===== src/rtl/digital_lock_fsm.sv =====
// digital_lock_fsm: keypad code lock with set/confirm, unlock and timed lockout; define ENTRY_TIMEOUT_EN for a partial-entry timeout
module digital_lock_fsm #(
  parameter int DIGITS = 4,
  parameter int KEY_COUNT = 4,
  parameter int MAX_ATTEMPTS = 3,
  parameter int LOCKOUT_CYCLES = 1000,
`ifdef ENTRY_TIMEOUT_EN
  parameter int TIMEOUT_CYCLES = 5000,
`endif
  parameter int DIGIT_WIDTH = $clog2(KEY_COUNT),
  parameter int CODE_WIDTH = DIGITS * DIGIT_WIDTH,
  parameter int COUNTER_WIDTH = $clog2(DIGITS + 1)
) (
  input  logic                     clock,
  input  logic                     reset,
  input  logic [KEY_COUNT-1:0]     key,
  output logic                     locked,
  output logic                     lockout,
  output logic                     confirm_phase,
  output logic [COUNTER_WIDTH-1:0] digit_count,
  output logic                     unlock_pulse,
  output logic                     error_pulse
);
  localparam int FAIL_WIDTH = $clog2(MAX_ATTEMPTS + 1);
  localparam int TIMER_WIDTH = $clog2(LOCKOUT_CYCLES + 1);
  typedef enum logic [1:0] {UNLOCKED_SET, SET_CONFIRM, LOCKED, LOCKOUT} state_t;
  state_t state, state_n;
  logic [KEY_COUNT-1:0] key_prev;
  logic [CODE_WIDTH-1:0] code, code_n, pending, pending_n, entry, entry_n, full_entry;
  logic [COUNTER_WIDTH-1:0] count_n;
  logic [FAIL_WIDTH-1:0] fail, fail_n, fail_inc;
  logic [TIMER_WIDTH-1:0] timer, timer_n;
  logic [DIGIT_WIDTH-1:0] digit;
  logic press, accept, final_digit, unlock_n, error_n;
`ifdef ENTRY_TIMEOUT_EN
  localparam int IDLE_WIDTH = $clog2(TIMEOUT_CYCLES + 1);
  logic [IDLE_WIDTH-1:0] idle, idle_n;
  logic timeout;
`endif
  assign press = key_prev == '0 && key != '0 && (key & (key - KEY_COUNT'(1))) == '0;
  assign accept = press && state != LOCKOUT;
  assign final_digit = accept && digit_count == COUNTER_WIDTH'(DIGITS - 1);
  assign full_entry = CODE_WIDTH'({entry, digit});
  assign fail_inc = fail == FAIL_WIDTH'(MAX_ATTEMPTS) ? fail : fail + FAIL_WIDTH'(1);
  assign locked = state == LOCKED || state == LOCKOUT;
  assign lockout = state == LOCKOUT;
  assign confirm_phase = state == SET_CONFIRM;
`ifdef ENTRY_TIMEOUT_EN
  assign timeout = state != LOCKOUT && digit_count != '0 && !accept && idle == IDLE_WIDTH'(TIMEOUT_CYCLES - 1);
`endif
  // decode the single pressed key into its digit value
  always_comb begin
    digit = '0;
    for (int i = 0; i < KEY_COUNT; i++) if (key[i]) digit = DIGIT_WIDTH'(i);
  end
  // next-state, entry accumulation and pulse generation
  always_comb begin
    state_n = state;
    code_n = code;
    pending_n = pending;
    entry_n = accept ? full_entry : entry;
    count_n = accept ? digit_count + COUNTER_WIDTH'(1) : digit_count;
    fail_n = fail;
    timer_n = timer;
    unlock_n = 1'b0;
    error_n = 1'b0;
    if (final_digit) begin
      entry_n = '0;
      count_n = '0;
    end
    case (state)
      UNLOCKED_SET: if (final_digit) begin
        pending_n = full_entry;
        state_n = SET_CONFIRM;
      end
      SET_CONFIRM: if (final_digit) begin
        if (full_entry == pending) begin
          code_n = full_entry;
          fail_n = '0;
          state_n = LOCKED;
        end else begin
          error_n = 1'b1;
          pending_n = '0;
          state_n = UNLOCKED_SET;
        end
      end
      LOCKED: if (final_digit) begin
        if (full_entry == code) begin
          unlock_n = 1'b1;
          fail_n = '0;
          state_n = UNLOCKED_SET;
        end else begin
          error_n = 1'b1;
          fail_n = fail_inc;
          if (fail_inc == FAIL_WIDTH'(MAX_ATTEMPTS)) begin
            timer_n = TIMER_WIDTH'(LOCKOUT_CYCLES - 1);
            state_n = LOCKOUT;
          end
        end
      end
      LOCKOUT: begin
        entry_n = '0;
        count_n = '0;
        timer_n = timer == '0 ? '0 : timer - TIMER_WIDTH'(1);
        if (timer == '0) begin
          fail_n = '0;
          state_n = LOCKED;
        end
      end
      default: begin
        state_n = UNLOCKED_SET;
        entry_n = '0;
        count_n = '0;
        fail_n = '0;
        timer_n = '0;
        pending_n = '0;
      end
    endcase
`ifdef ENTRY_TIMEOUT_EN
    idle_n = (accept || digit_count == '0 || state == LOCKOUT) ? '0 : idle + IDLE_WIDTH'(1);
    if (timeout) begin
      entry_n = '0;
      count_n = '0;
      error_n = 1'b1;
      idle_n = '0;
      if (state == SET_CONFIRM) begin
        pending_n = '0;
        state_n = UNLOCKED_SET;
      end
    end
`endif
  end
  // state and datapath registers with asynchronous reset
  always_ff @(posedge clock or posedge reset) begin
    if (reset) begin
      state <= UNLOCKED_SET;
      key_prev <= '0;
      code <= '0;
      pending <= '0;
      entry <= '0;
      digit_count <= '0;
      fail <= '0;
      timer <= '0;
      unlock_pulse <= 1'b0;
      error_pulse <= 1'b0;
    end else begin
      state <= state_n;
      key_prev <= key;
      code <= code_n;
      pending <= pending_n;
      entry <= entry_n;
      digit_count <= count_n;
      fail <= fail_n;
      timer <= timer_n;
      unlock_pulse <= unlock_n;
      error_pulse <= error_n;
    end
  end
`ifdef ENTRY_TIMEOUT_EN
  // idle counter for partial-entry timeout
  always_ff @(posedge clock or posedge reset) begin
    if (reset) idle <= '0;
    else idle <= idle_n;
  end
`endif
endmodule


===== config.mk =====
export PLATFORM = sky130hd
export DESIGN_NAME = digital_lock_fsm
export DESIGN_NICKNAME = d
export VERILOG_FILES = /design/src/rtl/digital_lock_fsm.sv
export SDC_FILE = /design/constraint.sdc
export NUM_CORES = 1
export LEC_CHECK = 0
export BUFFER_PORTS_ARGS = -buffer_cell sky130_fd_sc_hd__clkbuf_2
export CAP_MARGIN = 20
export CORE_MARGIN = 8
export CORE_UTILIZATION = 47
export CTS_CLUSTER_SIZE = 12
export DETAILED_ROUTE_END_ITERATION = 10
export GPL_ROUTABILITY_DRIVEN = 0
export SLEW_MARGIN = 10
export SYNTH_ARGS = -nofsm -noshare
export SYNTH_HDL_FRONTEND = slang
export SYNTH_SLANG_ARGS = --single-unit

===== constraint.sdc =====
create_clock -name clock -period 2.9 [get_ports clock]
set_input_delay 0.29 -clock clock [delete_from_list [all_inputs] [get_ports clock]]
set_output_delay 0.29 -clock clock [all_outputs]
set_load 0.03 [all_outputs]

==> impl_results.md, run 1 <==
- Status: complete, no violations
- Largest net degree at the start of global routing: 46
- Post-place setup slack: 0.559 ns
- Hold Violations, Final: 0
- Max VDD drop: 0.351 mV
- Worst-path cell chain: inv_1 -> ha_1 -> nand2b_1 -> nor4_4 -> o21ai_0 -> nor2_1 -> o22a_1 -> mux2_2
- Worst hold path class: input port to flop
- Number of port buffers: 13
- Fillers: 482
- Core ar.: 5170 um^2
- Seq cells post-synth: 45
- Worst setup startpoint: timer[0]$_DFFE_PP0P_
- Maximum fanout along the worst path: 8
- Detail Placement HPWL: 3.69 mm
- Min cycle time layout: 2.36 ns
- Multi-input gate area: 1320 um^2
- Gr usage total: 14.9%
- Fmax: 424 MHz
- P&R area growth vs syn: 8.97%
- Layout cells sized above 1: 24.2%
- Startpoint types: flop
- Hold Crit Start: key[0]
- Stages on worst setup path: 8
- FF-to-FF Start: timer[0]$_DFFE_PP0P_
- Final Power: 2.03 mW
- Post-cts resize count: 0
- Slew Viols, Final: 0
- Hold Path Depth: 1
- # setup viols final: 0
- ANT nets after route: 0
- Leak: 1.26 nW
- First-pass iteration count of the detailed router: 4
- Top Ports: 14
- Nets: 271
- Grt ovf: 0
- Critical-path top delay cell: nor4_4
- Reg area: 1130 um^2
- DP Cell Count: 322
- 1st-iter DRT viols: 95
- Clk_lat worst skew: 0.32 ns
- R2r endpoint: state[1]$_DFFE_PP0P_
- Synthesized netlist cell count: 242
- DRC: 0
- WL final: 5.09 mm
- Initial core utilization: 49.1%
- RSZ-0062 raised after global routing: no
- Layout Skew: 0.0161 ns
- Num Clock Sinks: 45
- Max H-tree Level: 2
- Vias/cell: 5.42
- Async set-reset flop share out of synthesis: 100%
- Chip width: 89.5 um
- Synth Flop Type: dfrtp_1
- CP max stage delay: 0.51 ns
- Final Non-Filler Cells: 330
- Reg-to-reg slack, setup: 0.54 ns
- Number of enable flip-flop cells after synthesis: 0
- Critical Path RT: 3.09 ns
- Synth warn: 0
- Crit Path Class: flop to flop
- Final setup margin: 0.539 ns
- Vias in the first global route: 1,844
- CTS hold repair buffers: 0
- Crit path max-delay family: simple AND/OR/NAND/NOR gates
- Mapped Nets: 254
- Power Density: 735 nW/um^2
- Via count: 1,790
- Post-synth top area share: 44.4%
- Max Cap Viol: 0
- Slew headroom: 39.0%
- Leading area contributor after synthesis: dfrtp_1
- CP bufs+invs: 1
- CTS Buf Count: 5
- Period utilization: 81.4%
- Post-synth top cells: dfrtp_1 (45), nor2_1 (17), nand2_1 (16)
- Area after DPL: 2670 um^2
- Ranking of synthesized cells by area: dfrtp_1 (44%), mux2_4 (5.9%), nor2b_1 (3.2%), mux2_2 (3.1%), ha_1 (3.0%)
- Most numerous cell in the Yosys netlist: dfrtp_1
- Worst R2R Path Depth: 8
- Setup TNS: 0 ns
- Root buffer cell: clkbuf_8
- Actual slew at the worst max-slew pin: 0.914 ns
- Count of cell types in the netlist: 52
- Die ar.: 8010 um^2
- Die height: 89.5 um
- CTS tree: yes
- Fin area: 2770 um^2
- First-pass GRT wire length: 9.00 mm
- CTS Buffer Depth: 2
- Initial antenna violation count: 0
- Crit. End Element: flop
- Hold path endpoint: key_prev[0]$_DFF_PP0_
- Register area share after synthesis: 44.4%
- Synthesized area: 2540 um^2
- Inserted Diodes: 0
- Post-CTS setup repair buffer count: 0
- DR WL/cell: 15.4 um
- Syn Area/Cell: 10.5 um^2
- Crit path arrival time: 2.55 ns
- Rows: 26
- Clk slew on worst S/H paths: 0.10 ns
-- worst max path at each step --
stage                                       to  slack [ns]
after detailed placement  state[1]$_DFFE_PP0P_        0.56
after global routing      state[1]$_DFFE_PP0P_        0.32
after floorplan           timer[0]$_DFFE_PP0P_        0.48
after CTS                 state[1]$_DFFE_PP0P_        0.53
after global placement    timer[1]$_DFFE_PP0P_        0.54
final                     state[1]$_DFFE_PP0P_        0.54
-- sequential cells by signal, indices dropped and copies added (netlist names) --
name and flops:
key_prev 4, fail 2, digit_count 3, error_pulse 1
entry 6, pending 8, state 2, timer 10
code 8, unlock_pulse 1
-- power by group --
group / switching (mW) / total, mW / internal (mW) / leakage (nW)
clock network: 0.232 / 0.406 / 0.174 / 0.0447
registers: 0.127 / 0.866 / 0.739 / 0.579
logic: 0.455 / 0.761 / 0.306 / 0.639
-- per-stage QoR --
step | util (%) | hold slack [ns]
2_1_floorplan | - | 0.321
3_3_place_gp | 51.7 | 0.440
3_5_place_dp | 51.7 | 0.442
4_1_cts | 53.5 | 0.108
5_1_grt | 53.5 | 0.108
6_report | 53.5 | 0.114
-- cell usage in the layout, fill, tap and decap left out, drive strengths merged, types with 4 or more instances in the layout --
| cell | n |
|---|---|
| nand3 | 11 |
| a22o | 4 |
| nor2b | 13 |
| nor2 | 19 |
| nand2b | 4 |
| xnor2 | 8 |
| ha | 6 |
| or3 | 8 |
| clkbuf | 18 |
| nand2 | 17 |
| xor2 | 7 |
| or2 | 4 |
| a21oi | 11 |
| dfrtp | 45 |
| nor4 | 4 |
| o21ai | 16 |
| inv | 10 |
| buf | 5 |
| mux2 | 17 |
-- cell families (layout without fill, tap and decap cells) --
kind of cell	after synthesis	in the layout	share of synthesized area, %
buffers and inverters	17	35	3.55
AO/OA/AOI/OAI	51	51	13.9
adder cells (fa/ha/maj)	6	6	2.96
flip-flops	45	45	44.4
XOR/XNOR	15	15	5.18
AND/OR/NAND/NOR	91	91	21.0
multiplexers	17	17	9.02
-- cell type report --
type | instances | area share (%)
Clock buffer | 5 | 2.49
Clock inverter | 3 | 0.905
Inverter | 9 | 1.22
Multi-Input combinational cell | 180 | 47.8
Sequential cell | 45 | 40.7
Tap cell | 70 | 3.17
Timing Repair Buffer | 18 | 3.71
-- routing by layer --
metal  vias to the layer above  global-route usage [%]  wire length, um  share of wire [%]
met5                         -                       0                0                  0
met4                         0                    6.04               75                1.5
met3                         7                    4.87              203                4.0
met2                        24                    21.1             2130                 42
met1                       860                    20.2             2680                 53
li1                        899                       -                -                  -
Power figures use the tool's default switching activity.
==> run 2: changes to the inputs <==
- PLACE_DENSITY: default -> 0.66
- clock period: 2.9 -> 2.1 ns (I/O delays scaled with it)
==> run 2 against run 1 <==
Against the previous run: non-clock buffer count grew 27; clock skew shrank 0.0076 ns; setup slack lost 0.44 ns; clock power grew 60%; first-iteration DRC count grew 21%; sequential share of layout area shrank 3.8 points; routed wire length grew 7.2%; maximum frequency grew 18%; cell count grew 8.2%; power grew 52%; register-to-register slack lost 0.44 ns.
==> impl_results.md, run 2 (synthesized netlist as in run 1, its figures left out) <==
- CP max stage delay: 0.43 ns (was 0.51 ns)
- Core ar.: 5170 um^2 (unchanged)
- Most frequent cells in the layout: dfrtp_1 (42), buf_4 (30), nor2_1 (15), nand2_1 (15), o21ai_0 (14) (was dfrtp_1 (45), nor2_1 (17), nand2_1 (16))
- Top Ports: 14 (unchanged)
- Slew Viols, Final: 0 (unchanged)
- CP bufs+invs: 0 (was 1)
- First-pass GRT wire length: 9.69 mm (was 9.00 mm)
- Top Usage Layer GRT: met2 (unchanged)
- Post-CTS setup repair buffer count: 0 (unchanged)
- Setup TNS: 0 ns (unchanged)
- Biggest regs: timer x10, code x8, pending x8 (unchanged)
- Crit path arrival time: 2.18 ns (was 2.55 ns)
- Startpoint types: flop (unchanged)
- Initial core utilization: 49.1% (unchanged)
- First-pass iteration count of the detailed router: 4 (unchanged)
- Clk slew on worst S/H paths: 0.08 ns (was 0.10 ns)
- Met1 Use GR: 21.6% (was 20.2%)
- Largest Register: timer (unchanged)
- Maximum fanout along the worst path: 4 (was 8)
- Max reg flops: 10 (unchanged)
- Number of port buffers: 13 (unchanged)
- Layout cells sized above 1: 34.5% (was 24.2%)
- Critical-path top delay cell: or3_4 (was nor4_4)
- Largest net degree at the start of global routing: 22 (was 46)
- Rows: 26 (unchanged)
- Vias/cell: 5.42 (about the same)
- Crit. End Element: flop (unchanged)
- Worst hold path class: input port to flop (unchanged)
- Layout Skew: 0.00853 ns (was 0.0161 ns)
- M2 GR Usage: 23.8% (was 21.1%)
- Via count: 1,935 (was 1,790)
- Met3 usage in global routing: 4.23% (was 4.87%)
- Max VDD drop: 0.510 mV (was 0.351 mV)
- Leak: 1.40 nW (was 1.26 nW)
- Clk_lat worst skew: 0.29 ns (was 0.32 ns)
- Max Cap Viol: 0 (unchanged)
- P&R area growth vs syn: 20.5% (was 8.97%)
- Num Clock Sinks: 45 (unchanged)
- CTS tree: yes (unchanged)
- Inserted Diodes: 0 (unchanged)
- Hold Violations, Final: 0 (unchanged)
- Crit path max-delay family: simple AND/OR/NAND/NOR gates (unchanged)
- Detail Placement HPWL: 4.11 mm (was 3.69 mm)
- Critical Path RT: 2.28 ns (was 3.09 ns)
- Reg-to-reg slack, setup: 0.1 ns (was 0.54 ns)
- Crit Path Class: flop to flop (unchanged)
- Gr usage total: 15.8% (was 14.9%)
- ANT nets after route: 0 (unchanged)
- FF-to-FF Start: timer[3]$_DFFE_PP0P_ (was timer[0]$_DFFE_PP0P_)
- WL final: 5.46 mm (was 5.09 mm)
- Period utilization: 95.4% (was 81.4%)
- Grt ovf: 0 (unchanged)
- RSZ-0062 raised after global routing: no (unchanged)
- # setup viols final: 0 (unchanged)
- Slew headroom: 69.1% (was 39.0%)
- R2r endpoint: state[1]$_DFFE_PP0P_ (unchanged)
- Hold path endpoint: key_prev[0]$_DFF_PP0_ (unchanged)
- Worst hold slack: 0.0672 ns (was 0.114 ns)
- Min cycle time layout: 2.00 ns (was 2.36 ns)
- Fmax: 499 MHz (was 424 MHz)
- Hold Path Depth: 1 (unchanged)
- Die height: 89.5 um (unchanged)
- Hold Crit Start: key[0] (unchanged)
- Status: complete, no violations (unchanged)
- CTS Buffer Depth: 2 (unchanged)
- Fillers: 438 (was 482)
- Chip width: 89.5 um (unchanged)
- DRC: 0 (unchanged)
- Worst R2R Path Depth: 6 (was 8)
- DR WL/cell: 15.3 um (was 15.4 um)
- 1st-iter DRT viols: 115 (was 95)
- Most common library cell in the layout ignoring fill and taps: dfrtp_1 (unchanged)
- Initial antenna violation count: 0 (unchanged)
- Vias in the first global route: 1,984 (was 1,844)
- Root buffer cell: clkbuf_8 (unchanged)
- Worst-path cell chain: or3_4 -> nor4_4 -> o21ai_2 -> nor2_2 -> o22a_1 -> mux2_2 (was inv_1 -> ha_1 -> nand2b_1 -> nor4_4 -> o21ai_0 -> nor2_1 -> o22a_1 -> mux2_2)
- CTS Buf Count: 5 (unchanged)
- Actual slew at the worst max-slew pin: 0.463 ns (was 0.914 ns)
- Power Density: 1010 nW/um^2 (was 735 nW/um^2)
- Nets: 298 (was 271)
- Max H-tree Level: 2 (unchanged)
- Die ar.: 8010 um^2 (unchanged)
## run 2: how the worst max path moves through the flow
stage	from	endpoint	slack [ns]	depth (start not counted)
floorplan	state[0]$_DFFE_PP0P_	timer[0]$_DFFE_PP0P_	-0.11	9
global placement	state[0]$_DFFE_PP0P_	timer[1]$_DFFE_PP0P_	0.07	7
detailed placement	key[3]	code[2]$_DFFE_PP0P_	0.05	7
CTS	code[2]$_DFFE_PP0P_	timer[0]$_DFFE_PP0P_	0.02	6
global route	timer[3]$_DFFE_PP0P_	state[1]$_DFFE_PP0P_	0.002	6
finish	timer[3]$_DFFE_PP0P_	state[1]$_DFFE_PP0P_	0.1	6
## run 2: per-layer routing
metal / vias up / wire length, um / part of all wire, %
met5: - / 0 / 0
met4: 0 / 51 / 0.93
met3: 4 / 219 / 4.0
met2: 32 / 2460 / 45
met1: 954 / 2720 / 50
li1: 945 / - / -
## run 2: cell type report
class	instances	area (um^2)	share of cell area (%)
Clock buffer	6	72.6	2.37
Multi-Input combinational cell	180	1380	45.1
Timing Repair Buffer	45	320	10.5
Tap cell	70	87.6	2.86
Inverter	9	33.8	1.10
Sequential cell	45	1130	36.9
Clock inverter	2	35.0	1.15
## run 2: through the flow
step	util, %	power, mW	std cells	worst slack (ns)	instance area [um^2]
6_report	59.1	3.09	357	0.0962	3060
5_1_grt	59.1	3.31	357	0.00162	3060
4_1_cts	58.5	3.05	357	0.0214	3030
3_5_place_dp	56.2	2.40	348	0.0501	2910
3_3_place_gp	56.2	2.38	348	0.0714	2910
2_1_floorplan	-	2.03	242	-0.106	2570
## run 2: power breakdown
| group | switching, mW | internal, mW | leakage (nW) |
|---|---|---|---|
| registers | 0.176 | 1.03 | 0.575 |
| clock network | 0.296 | 0.354 | 0.0552 |
| logic | 0.698 | 0.541 | 0.765 |
## run 2: timing repair
item | 4_1_cts | 5_1_grt
endpoints found under the hold margin | 5 | 0
endpoints found under the setup margin | 0 | 13
hold buffers | 1 | 0
resized for setup | 0 | 9
==> run 3: changes to the inputs <==
==> constraint.sdc (replaced) <==
create_clock -name clock -period 2.1 [get_ports clock]
set_input_delay 0.42 -clock clock [delete_from_list [all_inputs] [get_ports clock]]
set_output_delay 0.42 -clock clock [all_outputs]
set_load 0.03 [all_outputs]
==> run 3 against run 2 <==
Against the previous run: clock skew down 0.0015 ns; global-route usage down 0.38 points; power down 3.1%; critical path depth up 1; utilization up 0.24 points; combinational power about the same; via count up 0.67%; clock-buffer cell count up 1; critical path type unchanged.
==> impl_results.md, run 3 (synthesized netlist as in run 1, its figures left out) <==
- Status: complete, no violations (unchanged)
- Clk_lat worst skew: 0.30 ns (was 0.29 ns)
- First-pass iteration count of the detailed router: 4 (unchanged)
- Detail Placement HPWL: 4.01 mm (was 4.11 mm)
- ANT nets after route: 0 (unchanged)
- Root buffer cell: clkbuf_8 (unchanged)
- Grt ovf: 0 (unchanged)
- Crit Path Class: flop to flop (unchanged)
- P_int: 1.84 mW (was 1.92 mW)
- DR WL/cell: 15.5 um (was 15.3 um)
- RSZ-0062 raised after global routing: yes (was no)
- Biggest regs: timer x10, code x8, pending x8 (unchanged)
- Leak: 1.40 nW (about the same)
- P&R area growth vs syn: 21.0% (was 20.5%)
- Most frequent cells in the layout: dfrtp_1 (42), buf_4 (30), nor2_1 (17) (was dfrtp_1 (42), buf_4 (30), nor2_1 (15), nand2_1 (15), o21ai_0 (14))
- M2 GR Usage: 22.6% (was 23.8%)
- Layout cells sized above 1: 34.4% (was 34.5%)
- Reg-to-reg slack, setup: 0.06 ns (was 0.1 ns)
- Most common library cell in the layout ignoring fill and taps: dfrtp_1 (unchanged)
- Largest Register: timer (unchanged)
- Crit. End Element: flop (unchanged)
- Part of the power in combinational logic: 42.3% (was 40.1%)
- Inserted Diodes: 0 (unchanged)
- Min cycle time layout: 2.04 ns (was 2.00 ns)
- CTS Buffer Depth: 2 (unchanged)
- Fillers: 458 (was 438)
- Layout Skew: 0.00704 ns (was 0.00853 ns)
- First-pass GRT wire length: 9.34 mm (was 9.69 mm)
- Vias/cell: 5.44 (was 5.42)
- Fmax: 489 MHz (was 499 MHz)
- DRC: 0 (unchanged)
- CTS tree: yes (unchanged)
- Period utilization: 97.3% (was 95.4%)
- Rows: 26 (unchanged)
- Largest net degree at the start of global routing: 27 (was 22)
- Fin area: 3070 um^2 (was 3060 um^2)
- 1st-iter DRT viols: 103 (was 115)
- Num Clock Sinks: 45 (unchanged)
- Worst hold path class: input port to asynchronous set/reset pin (was input port to flop)
- Die height: 89.5 um (unchanged)
- Max Cap Viol: 0 (unchanged)
- Die ar.: 8010 um^2 (unchanged)
- Max VDD drop: 0.699 mV (was 0.510 mV)
- Power Density: 974 nW/um^2 (was 1010 nW/um^2)
- Sw frac: 38.4% (was 37.9%)
- Crit path arrival time: 2.23 ns (was 2.18 ns)
- WL final: 5.54 mm (was 5.46 mm)
- Max H-tree Level: 2 (unchanged)
- Initial core utilization: 49.1% (unchanged)
- CTS Buf Count: 5 (unchanged)
- Gr usage total: 15.5% (was 15.8%)
- Met1 Use GR: 21.4% (was 21.6%)
- Register share of total power: 39.6% (was 38.9%)
- Startpoint types: flop (unchanged)
- Max reg flops: 10 (unchanged)
- Met3 usage in global routing: 3.31% (was 4.23%)
- Number of port buffers: 13 (unchanged)
- Top Usage Layer GRT: met2 (unchanged)
- Hold Violations, Final: 0 (unchanged)
- Final Power: 2.99 mW (was 3.09 mW)
- Maximum fanout along the worst path: 8 (was 4)
- Chip width: 89.5 um (unchanged)
- Initial antenna violation count: 0 (unchanged)
- Nets: 300 (was 298)
- Vias in the first global route: 1,906 (was 1,984)
- Top Ports: 14 (unchanged)
- Core ar.: 5170 um^2 (unchanged)
- Actual slew at the worst max-slew pin: 0.445 ns (was 0.463 ns)
- Psw: 1.15 mW (was 1.17 mW)
- Via count: 1,948 (was 1,935)
- Clk slew on worst S/H paths: 0.08 ns (about the same)
- Setup TNS: 0 ns (unchanged)
- Critical Path RT: 2.29 ns (was 2.28 ns)
- Slew headroom: 70.3% (was 69.1%)
- # setup viols final: 0 (unchanged)
- Area after DPL: 2920 um^2 (was 2910 um^2)
- Slew Viols, Final: 0 (unchanged)
- Clock Power Share: 18.0% (was 21.0%)
## run 3: what timing repair did
item | in CTS | in global routing
endpoints found under the setup margin | 19 | 13
buffers inserted | 1 | 2
gates resized for setup | 3 | 9
pin swaps | 1 | 3
gates cloned | 0 | 0
hold buffers | 0 | 0
## run 3: final cells by class
type	count	area, um^2	area share, %
Timing Repair Buffer	47	353	11.5
Inverter	9	33.8	1.10
Tap cell	70	87.6	2.85
Multi-Input combinational cell	180	1380	45.0
Sequential cell	45	1130	36.8
Clock buffer	7	86.3	2.81
## run 3: final timing paths
kind,from,endpoint,depth (start not counted)
setup / recovery,entry[0]$_DFFE_PP0P_,timer[1]$_DFFE_PP0P_,7
hold reg to reg,code[0]$_DFFE_PP0P_,code[0]$_DFFE_PP0P_,2
setup reg to reg,entry[0]$_DFFE_PP0P_,timer[1]$_DFFE_PP0P_,7
hold / removal,reset,key_prev[0]$_DFF_PP0_,2
max in group asynchronous,reset,code[4]$_DFFE_PP0P_,3
min in group clock,key[1],key_prev[1]$_DFF_PP0_,1
## run 3: power groups by stage
stage	sequential [mW]	combinational [mW]	clock, mW
5_1_grt	1.21	1.40	0.594
3_3_place_gp	1.20	1.22	0
4_1_cts	1.19	1.24	0.558
6_report	1.19	1.27	0.540
2_1_floorplan	1.23	0.798	0
3_5_place_dp	1.20	1.23	0
## run 3: layer usage
layer | part of all wire, % | wire, um
met1 | 51 | 2830
met2 | 43 | 2370
met3 | 4.2 | 231
met4 | 1.8 | 97
met5 | 0 | 0
## run 3: through the flow
stage	worst slack, ns	hold slack, ns	instances	utilization (%)
6_report	0.0567	0.104	358	59.4
4_1_cts	0.00891	0.108	356	58.7
3_3_place_gp	-0.150	0.436	348	56.4
3_5_place_dp	-0.211	0.431	348	56.4
5_1_grt	-0.0648	0.135	358	59.4
2_1_floorplan	-0.106	0.451	242	-
## run 3: worst max-delay path, cell delays in order (launching register included)
cell      delay, ns
dfrtp_1        0.39
xor2_1         0.17
nor4_1         0.28
buf_4          0.16
o21ai_2        0.06
o2111a_2       0.28
or2_4          0.28
mux2_4         0.31
